File: src/rtl/fetch_stage_if.sv
// Instruction-memory bus between the fetch stage (master) and the memory (slave).
// The read is combinational: imem_rdata follows imem_addr in the same cycle,
// and imem_ready says whether that word is valid this cycle.
interface fetch_stage_if;
  logic [31:0] imem_addr;
  logic [31:0] imem_rdata;
  logic        imem_ready;

  modport master (
    output imem_addr,
    input  imem_rdata,
    input  imem_ready
  );

  modport slave (
    input  imem_addr,
    output imem_rdata,
    output imem_ready
  );
endinterface

File: src/rtl/fetch_stage.sv
// Instruction-fetch stage and IF/ID pipeline register of the pipelined MIPS core.
// Holds the PC, drives the instruction-memory address, captures fetched words
// into decode and applies branch/jump redirects resolved in D. A redirect that
// arrives while the PC is stalled is parked and applied once the stall lifts.
module fetch_stage #(
  parameter logic [31:0] RESET_PC  = 32'h0000_0000,
  parameter logic [31:0] NOP_INSTR = 32'h0000_0000
) (
  input  logic               clk,
  input  logic               reset,            // synchronous, active-low
  input  logic               stallF,
  input  logic               stallD,
  input  logic               pcsrcD,
  input  logic [31:0]        pcbranchD,
  input  logic               jumpD,
  fetch_stage_if.master      imem,
  output logic [31:0]        instrD,
  output logic [31:0]        pcplus4D,
  output logic               validD,
  output logic               redirect_pending
);

  logic [31:0] pcF;
  logic [31:0] pcPlus4F;
  logic [31:0] pendTarget;
  logic [31:0] jumpTarget;
  logic [31:0] redirTarget;
  logic        redir;

  // The memory address is the PC register itself; no logic in between.
  assign imem.imem_addr = pcF;

  // Sequential PC; 0xFFFF_FFFC naturally wraps to 0.
  assign pcPlus4F = pcF + 32'd4;

  // Pseudo-direct jump target from the instruction sitting in D.
  assign jumpTarget = {pcplus4D[31:28], instrD[25:0], 2'b00};

  // Branch/jump requests only count for a real instruction whose operands are
  // resolved (D not stalled). Jump wins if both are asserted.
  assign redir       = validD & ~stallD & (jumpD | pcsrcD);
  assign redirTarget = jumpD ? jumpTarget : pcbranchD;

  // PC and parked-redirect state: stall, redirect, pending, advance, wait.
  always_ff @(posedge clk) begin
    // NOTE: reset is sampled on the clock edge only, so it lives inside the
    // clocked branch and overrides every other condition, including a stall.
    if (!reset) begin
      // NOTE: non-blocking assignments keep all registers updating from the
      // same pre-edge values regardless of statement order.
      pcF              <= RESET_PC;
      redirect_pending <= 1'b0;
      pendTarget       <= 32'h0000_0000;
    end else if (stallF) begin
      // PC frozen; remember the most recent redirect so it is not lost.
      if (redir) begin
        redirect_pending <= 1'b1;
        pendTarget       <= redirTarget;
      end
    end else if (redir) begin
      pcF              <= redirTarget;
      redirect_pending <= 1'b0;
    end else if (redirect_pending) begin
      pcF              <= pendTarget;
      redirect_pending <= 1'b0;
    end else if (imem.imem_ready) begin
      pcF <= pcPlus4F;
    end
  end

  // IF/ID register: hold on stallD, flush on redirect, bubble when nothing
  // valid is being fetched, otherwise capture the fetched word.
  always_ff @(posedge clk) begin
    if (!reset) begin
      instrD   <= NOP_INSTR;
      pcplus4D <= 32'h0000_0000;
      validD   <= 1'b0;
    end else if (stallD) begin
      instrD   <= instrD;
      pcplus4D <= pcplus4D;
      validD   <= validD;
    end else if (redir || stallF || redirect_pending || !imem.imem_ready) begin
      // The word in F is either wrong-path, not yet valid, or will be
      // refetched after the stall, so D receives a bubble.
      instrD   <= NOP_INSTR;
      pcplus4D <= 32'h0000_0000;
      validD   <= 1'b0;
    end else begin
      instrD   <= imem.imem_rdata;
      pcplus4D <= pcPlus4F;
      validD   <= 1'b1;
    end
  end

endmodule

File: src/flat_wrapper.sv
// flat-port wrapper written by rule: the top's interface ports become plain ports
module fetch_stage_flat 
#(
  parameter logic [31:0] RESET_PC  = 32'h0000_0000,
  parameter logic [31:0] NOP_INSTR = 32'h0000_0000
)
  (clk, reset, stallF, stallD, pcsrcD, pcbranchD, jumpD, instrD, pcplus4D, validD, redirect_pending, imem_imem_addr, imem_imem_rdata, imem_imem_ready);
  fetch_stage_if imem_i ();
  input  logic clk;
  input  logic reset;
  input  logic stallF;
  input  logic stallD;
  input  logic pcsrcD;
  input  logic [31:0] pcbranchD;
  input  logic jumpD;
  output logic [31:0] instrD;
  output logic [31:0] pcplus4D;
  output logic validD;
  output logic redirect_pending;
  output wire logic [$bits(imem_i.imem_addr)-1:0] imem_imem_addr;
  input wire logic [$bits(imem_i.imem_rdata)-1:0] imem_imem_rdata;
  input wire logic [$bits(imem_i.imem_ready)-1:0] imem_imem_ready;
  assign imem_imem_addr = imem_i.imem_addr;
  assign imem_i.imem_rdata = imem_imem_rdata;
  assign imem_i.imem_ready = imem_imem_ready;
  fetch_stage #(.RESET_PC(RESET_PC), .NOP_INSTR(NOP_INSTR)) u_core (.clk(clk), .reset(reset), .stallF(stallF), .stallD(stallD), .pcsrcD(pcsrcD), .pcbranchD(pcbranchD), .jumpD(jumpD), .imem(imem_i), .instrD(instrD), .pcplus4D(pcplus4D), .validD(validD), .redirect_pending(redirect_pending));
endmodule
File: config.mk
export PLATFORM = sky130hd
export DESIGN_NAME = fetch_stage_flat
export DESIGN_NICKNAME = d
export VERILOG_FILES = /design/src/rtl/fetch_stage_if.sv /design/src/rtl/fetch_stage.sv /design/src/flat_wrapper.sv
export SDC_FILE = /design/constraint.sdc
export NUM_CORES = 1
export LEC_CHECK = 0
export CORE_ASPECT_RATIO = 0.9
export CORE_MARGIN = 3
export CORE_UTILIZATION = 50
export CTS_BUF_LIST = sky130_fd_sc_hd__clkbuf_8
export DETAILED_ROUTE_END_ITERATION = 8
export DONT_BUFFER_PORTS = 1
export HOLD_SLACK_MARGIN = 0.05
export PLACE_DENSITY = 0.67
export SYNTH_ARGS = -nofsm -noshare
export SYNTH_HDL_FRONTEND = slang
export SYNTH_SLANG_ARGS = --single-unit
File: constraint.sdc
create_clock -name clk -period 2.1 [get_ports clk]
set_clock_uncertainty 0.05 [all_clocks]
set_input_delay 0.42 -clock clk [delete_from_list [all_inputs] [get_ports clk]]
set_output_delay 0.42 -clock clk [all_outputs]
set_load 0.01 [all_outputs]
### Word-level counts from Yosys, hierarchy flattened

Cells that the tools add are included.

* word-level logic and storage cells: 27
* memories: 0
* memory bits (read-only): 0
* output and inout bits: 98
* bits in latches: 0
* bits in writable memories: 0
* flip-flop bits (word level): 130

* multiply operators: 0
* reductions and logical operators: 8
* magnitude comparators: 0
* shifts and indexed selects: 0
* $add $sub $neg: 1
* equal/unequal tests: 0
* muxes and demuxes: 7
* bitwise gates (word level): 5
* divide/modulo/power cells: 0

Operators by type and width (count)
* 32-bit two-way mux: 6
* 32-bit by 3-bit adder with 32-bit output (second input constant): 1
* 2-bit AND reduction: 3
* 1-bit logical OR: 3
* 3-bit nonzero test: 1
* 1-bit AND: 2
* 1-bit inverter: 2
* 1-bit zero test: 1
* 1-bit two-way mux: 1
* 1-bit OR: 1

### Longest topological paths before layout

Gate-level depths: netlist (run 1).

* word-level depth: 7
* mapped depth: 8
* depth with buffers taken out: 6

### Worst setup path after synthesis (run 1)

Ideal clock, no wire load.

* path type: register -> register
* start point: reg u_core.pcF[2] (netlist: u_core.imem.imem_addr[2])
* end point: reg u_core.pcF[16] (netlist: u_core.imem.imem_addr[16])
* required time: 1933 ps
* data arrival time: 1965 ps
* path slack: -32 ps
* library setup time: 117 ps
* stages on the path, launching flop included: 8
* period minus slack after synthesis: 2132 ps
* cells stage by stage: dfxtp_1 > ha_1 > nand2_1 > or4_1 > buf_2 > nor2_1 > o21ai_0 > a32o_1

* cells in the longest elaborated chain, start to end: 4

Ends and longest elaborated chain
* start, declared: RTL line fetch_stage.sv:23 `logic [31:0] pcF;`
* start signal, assigned: RTL line fetch_stage.sv:61 `pcF <= redirTarget;`
* start signal, assigned: RTL line fetch_stage.sv:64 `pcF <= pendTarget;`
* start signal, assigned: RTL line fetch_stage.sv:67 `pcF <= pcPlus4F;`
* 32-bit by 3-bit adder with 32-bit output: RTL line fetch_stage.sv:34 `assign pcPlus4F = pcF + 32'd4;`
* 32-bit two-way mux: RTL line fetch_stage.sv:66 `end else if (imem.imem_ready) begin`
* 32-bit two-way mux: RTL line fetch_stage.sv:63 `end else if (redirect_pending) begin`
* 32-bit two-way mux: RTL line fetch_stage.sv:60 `end else if (redir) begin`

No other way between the ends. The select of a mux whose other input is x is not followed.
A chain may end at the register's enable or synchronous reset.

### Worst setup path after layout (run 1)

* start point: reg u_core.pcF[6] (netlist: u_core.imem.imem_addr[6])
* end point: reg u_core.pcF[23] (netlist: u_core.imem.imem_addr[23])

Same word-level chain as after synthesis.

==> impl_metrics.py, run 1 <==
metrics = {
    "drt": {
        "wl_mm": 20.1,
        "dr_total_vias": 5839,
        "vias_per_cell": 6.19,
        "ant_nets": 0,
        "drt_iter0_markers": 540,
        "dr.pass1.iters": 5,
        "drc_errors": 0,
        "wl_per_cell_um": 21.3,
    },
    "sta": {
        "period_minus_slack_ns": 2.04,
        "fmax_ghz": 0.490,
        "worstMarginPinSlew_ns": 0.696,
        "slew_headroom_pct": 53.6,
        "finalSetupTns_ns": 0,
        "holdWs_ns": 0.0697,
        "finalCritPeriodShare_pct": 97.2,
        "fin_ws_ns": 0.0581,
        "slew_violations": 0,
        "rsz0062_at_grt": "no",
        "setup_viol": 0,
        "final_hold_viol_count": 0,
    },
    "critical_path": {
        "rrSetupSlack_ns": 0.06,
        "start_kind": "register",
        "crit_chain": "and4_4 > nand4_4 > or4b_1 > a221o_1 > o21ai_2",
        "critPathCaptureType": "register",
        "slowest_delay_ns": 0.56,
        "reg2reg_from": "u_core.imem.imem_addr[6]",
        "required_ns": 2.44,
        "critPathCapture": "u_core.imem.imem_addr[23]",
        "critPathLaunch": "u_core.imem.imem_addr[6]",
        "reg2reg_to": "u_core.imem.imem_addr[23]",
        "crit_fanout": 10,
        "critical_path_class": "register to register",
        "cp_slowest_cell": "or4b_1",
        "critical_path_arrival_ns": 2.38,
        "worstRegToRegCells": 5,
    },
    "synth": {
        "synth-xor-area-share_pct": 3.40,
        "syn_nets": 810,
        "async_flop_share_pct": 0,
        "avgSynthCellArea_um2": 8.37,
        "ys.flop_type": "dfxtp_1",
        "synth_adder_area_share_pct": 0.202,
        "synth_top_family_by_area": "compound AO/OA/AOI/OAI gates",
        "synth_compound_area_share_pct": 22.6,
        "synth_cell_types": 59,
        "synth_edf_count": 0,
        "yosys.area_share.simple_pct": 20.3,
        "syn_area_mm2": 0.00618,
        "syn-instance-count": 738,
        "ys_ff_latch": 130,
        "synth_warnings": 0,
        "synth.mux.area_fraction_pct": 6.96,
        "synth.yosys.seq_area_share_pct": 42.1,
    },
    "grt": {
        "grt_remaining_overflow": 0,
        "first_global_vias": 5547,
        "grt_max_degree": 49,
        "grt_usage_pct": 29.4,
        "grt_pass1_wl_mm": 31.5,
        "antenna_found_initial": 0,
    },
    "die": {
        "dieArea_mm2": 0.0137,
        "core_mm2": 0.0118,
        "die_height_um": 111,
        "rows": 37,
        "ios": 169,
        "start_util_pct": 52.6,
        "fp.dieW_um": 123,
    },
    "cts": {
        "cts_buffers": 17,
        "cts_post_setup_buffers_inserted": 0,
        "cts_sinks": 130,
        "clockRootBuffer": "clkbuf_8",
        "htreeDepth": 4,
        "cts.clk_slew.worst_paths_ns": 0.08,
        "cts_max_path_buffers": 2,
        "cts_tree": "done",
        "clk_latency_ns": 0.45,
    },
    "layout": {
        "drive_gt1_share_pct": 14.9,
        "final_nets": 847,
        "antennaDiodeCount": 0,
        "fillCellCount": 1046,
        "final_util_pct": 61.3,
        "fin_cells": 943,
        "synthToLayoutAreaGrowth_pct": 16.6,
    },
    "pwr": {
        "seqPwrFrac_pct": 50.5,
        "netSwitchingFraction_pct": 26.0,
        "pwr-share-comb_pct": 7.9,
        "leakage_nw": 2.60,
        "vdd_drop_max_mv": 0.533,
        "p_int_w": 0.00374,
        "clockPowerShare_pct": 41.6,
        "power_density_mw_per_mm2": 702,
        "power_switching_w": 0.00131,
    },
    "status": {
        "outcome": "completed",
    },
    "placement": {
        "globalplace.congestion": 0.917,
        "post-place-ws_ns": 0.0863,
        "io_buffers": 0,
        "numPlacedInstances": 906,
        "hpwl_mm": 14.8,
    },
    "worst_hold_path": {
        "hold_class": "primary input to register",
        "min_from": "imem_imem_rdata[10]",
    },
    "run": {
        "drv_cap": 0,
    },
}
through the flow:
step	area, um^2	power (W)
2_1_floorplan	6180	0.00287
3_3_place_gp	6760	0.00298
3_5_place_dp	6760	0.00299
4_1_cts	7180	0.00508
5_1_grt	7210	0.00525
6_report	7210	0.00506
sequential cells by signal, summed over array words and instances (netlist names):
| signal | flops |
|---|---|
| u_core.redirect_pending | 1 |
| u_core.pcplus4D | 32 |
| u_core.instrD | 32 |
| u_core.imem.imem_addr | 32 |
| u_core.validD | 1 |
| u_core.pendTarget | 32 |
cells in the mapped netlist, types with 7 or more instances:
| library cell | n | share of area (%) |
|---|---|---|
| dfxtp_1 | 130 | 42 |
| nor2_1 | 111 | 6.7 |
| nand2_1 | 67 | 4.1 |
| mux2i_1 | 43 | 7.0 |
| a22oi_1 | 42 | 5.1 |
| clkbuf_1 | 40 | 2.4 |
| o21ai_0 | 37 | 3.0 |
| a211oi_1 | 30 | 3.6 |
| a21oi_1 | 28 | 2.3 |
| buf_2 | 17 | 1.4 |
| xnor2_1 | 17 | 2.4 |
| nand3_1 | 16 | 1.3 |
| nor3_1 | 15 | 1.2 |
| and3_1 | 11 | 1.1 |
| a31oi_1 | 8 | 0.81 |
| nand4_1 | 7 | 0.71 |
| o21a_1 | 7 | 0.85 |
| xor2_1 | 7 | 0.99 |
how the worst min path moves through the flow:
stage,end,slack (ns),cells after the start
after floorplan,u_core.pendTarget[0],0.39,2
after global placement,u_core.pendTarget[0],0.40,2
after detailed placement,u_core.pendTarget[1],0.41,2
after CTS,u_core.instrD[11],0.05,2
after global routing,u_core.pcplus4D[6],0.05,2
final,u_core.instrD[10],0.07,2
cell families after synthesis:
group / Yosys count
simple gates: 269
compound gates: 204
flops: 130
buf+inv: 67
mux: 43
xor+xnor: 24
fa+ha+maj: 1
layer usage:
layer	up-vias	GRT usage [%]	routed length (um)	share of wire (%)
li1	2761	-	-	-
met1	2766	42.1	9220	46
met2	294	42.4	8520	42
met3	18	11.0	2200	11
met4	0	6.27	163	0.81
met5	-	0	0	0
layout by cell type, fill, tap and decap left out, types with 5 or more instances in the layout:
| master | count |
|---|---|
| nand4_1 | 7 |
| a21oi_1 | 28 |
| mux2i_1 | 43 |
| nand3b_1 | 5 |
| clkbuf_8 | 18 |
| a211oi_1 | 30 |
| nor2_1 | 111 |
| o21a_1 | 7 |
| o21ai_0 | 37 |
| dfxtp_1 | 129 |
| buf_4 | 66 |
| nor4_1 | 6 |
| dlygate4sd3_1 | 6 |
| nand3_1 | 16 |
| a311oi_1 | 6 |
| and4_1 | 5 |
| xor2_1 | 7 |
| o22ai_1 | 5 |
| inv_1 | 5 |
| buf_12 | 6 |
| and3_1 | 11 |
| a22oi_1 | 42 |
| nand2_1 | 67 |
| xnor2_1 | 17 |
| nor3_1 | 15 |
| a31oi_1 | 8 |
| and2_1 | 6 |
area by class of cell:
class / instances / area, um^2 / area share [%]
multi-input cells: 541 / 3320 / 46.1
clock buffers: 18 / 248 / 3.44
repair buffers: 78 / 676 / 9.38
clock inverters: 13 / 136 / 1.89
inverters: 7 / 26.3 / 0.365
flip-flops and latches: 130 / 2600 / 36.1
well taps: 156 / 195 / 2.71
power groups by stage:
stage | clock network, W | logic, W | registers [W]
6_report | 0.00211 | 0.000398 | 0.00255
5_1_grt | 0.00226 | 0.000430 | 0.00256
4_1_cts | 0.00213 | 0.000389 | 0.00255
3_5_place_dp | 0 | 0.000377 | 0.00261
3_3_place_gp | 0 | 0.000373 | 0.00261
2_1_floorplan | 0 | 0.000258 | 0.00262
worst max-delay path: cells and delay by family (launching register included):
family / cells / cell delay (ns)
AOI/OAI and AO/OA: 2 / 0.41
DFF: 1 / 0.45
and+or+nand+nor: 3 / 1.06
repair_timing:
action	4_1_cts	5_1_grt
gates resized for setup	0	1
setup endpoints to repair	0	1
hold endpoints to repair	12	3
hold buffers	4	2
Note: power is estimated with default switching activity, not from simulation.
==> inputs of run 2 (changes only) <==
--- a/config.mk
+++ b/config.mk
@@ -6,13 +6,13 @@
 export NUM_CORES = 1
 export LEC_CHECK = 0
 export CORE_ASPECT_RATIO = 0.9
-export CORE_MARGIN = 3
+export CORE_MARGIN = 2
 export CORE_UTILIZATION = 50
 export CTS_BUF_LIST = sky130_fd_sc_hd__clkbuf_8
 export DETAILED_ROUTE_END_ITERATION = 8
 export DONT_BUFFER_PORTS = 1
 export HOLD_SLACK_MARGIN = 0.05
-export PLACE_DENSITY = 0.67
+export PLACE_DENSITY = 0.64
 export SYNTH_ARGS = -nofsm -noshare
 export SYNTH_HDL_FRONTEND = slang
 export SYNTH_SLANG_ARGS = --single-unit
==> constraint.sdc (replaced) <==
create_clock -name clk -period 2.35 [get_ports clk]
set_clock_uncertainty 0.05 [all_clocks]
set_input_delay 0.47 -clock clk [delete_from_list [all_inputs] [get_ports clk]]
set_output_delay 0.47 -clock clk [all_outputs]
set_load 0.01 [all_outputs]
==> impl_metrics.py, run 2 (same netlist as run 1, synthesis figures left out) <==
metrics = {
    "die": {
        "core_mm2": 0.0121,
        "fp.dieW_um": 121,
        "ios": 169,
        "die_height_um": 109,
        "start_util_pct": 51.2,
        "dieArea_mm2": 0.0133,
        "rows": 38,
    },
    "grt": {
        "antenna_found_initial": 0,
        "grt_pass1_wl_mm": 30.2,
        "first_global_vias": 5437,
        "grt_usage_pct": 29.8,
        "grt_remaining_overflow": 0,
        "grt_max_degree": 63,
    },
    "sta": {
        "worstMarginPinSlew_ns": 0.698,
        "setup_viol": 0,
        "finalCritPeriodShare_pct": 95.9,
        "finalSetupTns_ns": 0,
        "period_minus_slack_ns": 2.25,
        "slew_violations": 0,
        "fmax_ghz": 0.444,
        "final_hold_viol_count": 0,
        "slew_headroom_pct": 53.0,
        "rsz0062_at_grt": "no",
    },
    "cts": {
        "cts_max_path_buffers": 2,
        "cts_post_setup_buffers_inserted": 0,
        "clockRootBuffer": "clkbuf_8",
        "post_cts_resize_count": 0,
        "htreeDepth": 4,
        "cts.clk_slew.worst_paths_ns": 0.08,
        "cts_sinks": 130,
        "cts_buffers": 17,
        "cts_tree": "done",
        "clk_latency_ns": 0.45,
        "hold_buffers": 0,
    },
    "placement": {
        "globalplace.congestion": 0.974,
        "io_buffers": 0,
        "hpwl_mm": 14.5,
        "post_dp_cell_area_mm2": 0.00660,
    },
    "pwr": {
        "pwr-share-comb_pct": 7.0,
        "vdd_drop_max_mv": 0.436,
        "power_w": 0.00464,
        "p_int_w": 0.00347,
        "seqPwrFrac_pct": 49.2,
        "power_switching_w": 0.00117,
        "clockPowerShare_pct": 43.8,
        "netSwitchingFraction_pct": 25.3,
        "leakage_nw": 2.50,
        "power_density_mw_per_mm2": 661,
    },
    "drt": {
        "dr_total_vias": 5733,
        "vias_per_cell": 6.20,
        "drt_iter0_markers": 469,
        "wl_met1_mm": 9.08,
        "highest_layer": "met4",
        "wl_met3_mm": 2.12,
        "drc_errors": 0,
        "ant_nets": 0,
        "wl_met2_mm": 8.21,
        "wl_per_cell_um": 21.3,
        "dr.pass1.iters": 5,
        "wl_mm": 19.7,
    },
    "layout": {
        "mostFrequentLayoutCells": "dfxtp_1 (130), nor2_1 (111), nand2_1 (67), buf_4 (53), mux2i_1 (43)",
        "final_common_cell": "dfxtp_1",
        "antennaDiodeCount": 0,
        "final_nets": 825,
        "design_area_mm2": 0.00702,
        "synthToLayoutAreaGrowth_pct": 13.6,
        "drive_gt1_share_pct": 12.8,
    },
    "critical_path": {
        "crit_chain": "nand4_1 > or4_1 > buf_4 > nor3_1 > nor2_1 > a32o_1",
        "cp_slowest_cell": "or4_1",
        "crit_fanout": 6,
        "critical_path_arrival_ns": 2.54,
        "start_kind": "register",
        "critPathCaptureType": "register",
        "slowest_delay_ns": 0.55,
        "crit_family": "simple AND/OR/NAND/NOR gates",
        "critical_path_class": "register to register",
        "required_ns": 2.64,
        "critPathLaunch": "u_core.imem.imem_addr[8]",
        "critPathBufInv": 1,
        "reg2reg_from": "u_core.imem.imem_addr[8]",
    },
    "worst_hold_path": {
        "min_from": "stallD",
        "hold_class": "primary input to register",
    },
    "status": {
        "outcome": "completed",
    },
    "run": {
        "drv_cap": 0,
    },
}
==> run 2: changes by cell type in the layout (fill, tap and decap cells not counted) <==
cell	previous run	this run
clkbuf_8	18	19
dfxtp_1	129	130
clkinv_2	4	2
ha_1	0	1
bufinv_16	2	3
ha_2	1	0
dfxtp_2	1	0
buf_4	66	53
or4_4	1	0
dlygate4sd3_1	6	0
or4_1	0	1
buf_12	6	3
==> run 2: per-layer routing <==
layer | vias to the layer above | global-route usage (%)
met5 | - | 0
met4 | 0 | 7.88
met3 | 19 | 10.9
met2 | 272 | 42.3
met1 | 2732 | 42.7
li1 | 2710 | -
==> run 2: final timing paths <==
path	to	slack (ns)	depth (start not counted)
worst min-delay path	u_core.pcplus4D[11]	0.1	1
worst max-delay path	u_core.imem.imem_addr[18]	0.1	6
worst max register to register	u_core.imem.imem_addr[18]	0.1	6
worst min register to register	u_core.pendTarget[0]	0.42	2
==> run 2: stage by stage <==
step	hold slack [ns]	util (%)	setup slack (ns)	std cells
after floorplan	0.387	-	0.218	738
after global placement	0.397	54.7	0.137	894
after detailed placement	0.413	54.7	0.186	894
after CTS	0.0630	58.1	0.167	925
after global routing	0.0641	58.1	0.0192	925
final	0.0952	58.1	0.0969	925
==> run 2: cell type report <==
type,count,area (um^2)
inverter,7,26.3
multi-input combinational,541,3320
sequential,130,2600
fill,1133,5060
timing repair buffer,56,458
clock buffer,19,262
tap,160,200
clock inverter,12,156
==> run 2: power groups by stage <==
stage	Combinational [W]	Sequential [W]	Clock (W)
2_1_floorplan	0.000231	0.00234	0
3_3_place_gp	0.000316	0.00233	0
3_5_place_dp	0.000321	0.00233	0
4_1_cts	0.000322	0.00228	0.00205
5_1_grt	0.000355	0.00229	0.00215
6_report	0.000325	0.00228	0.00203
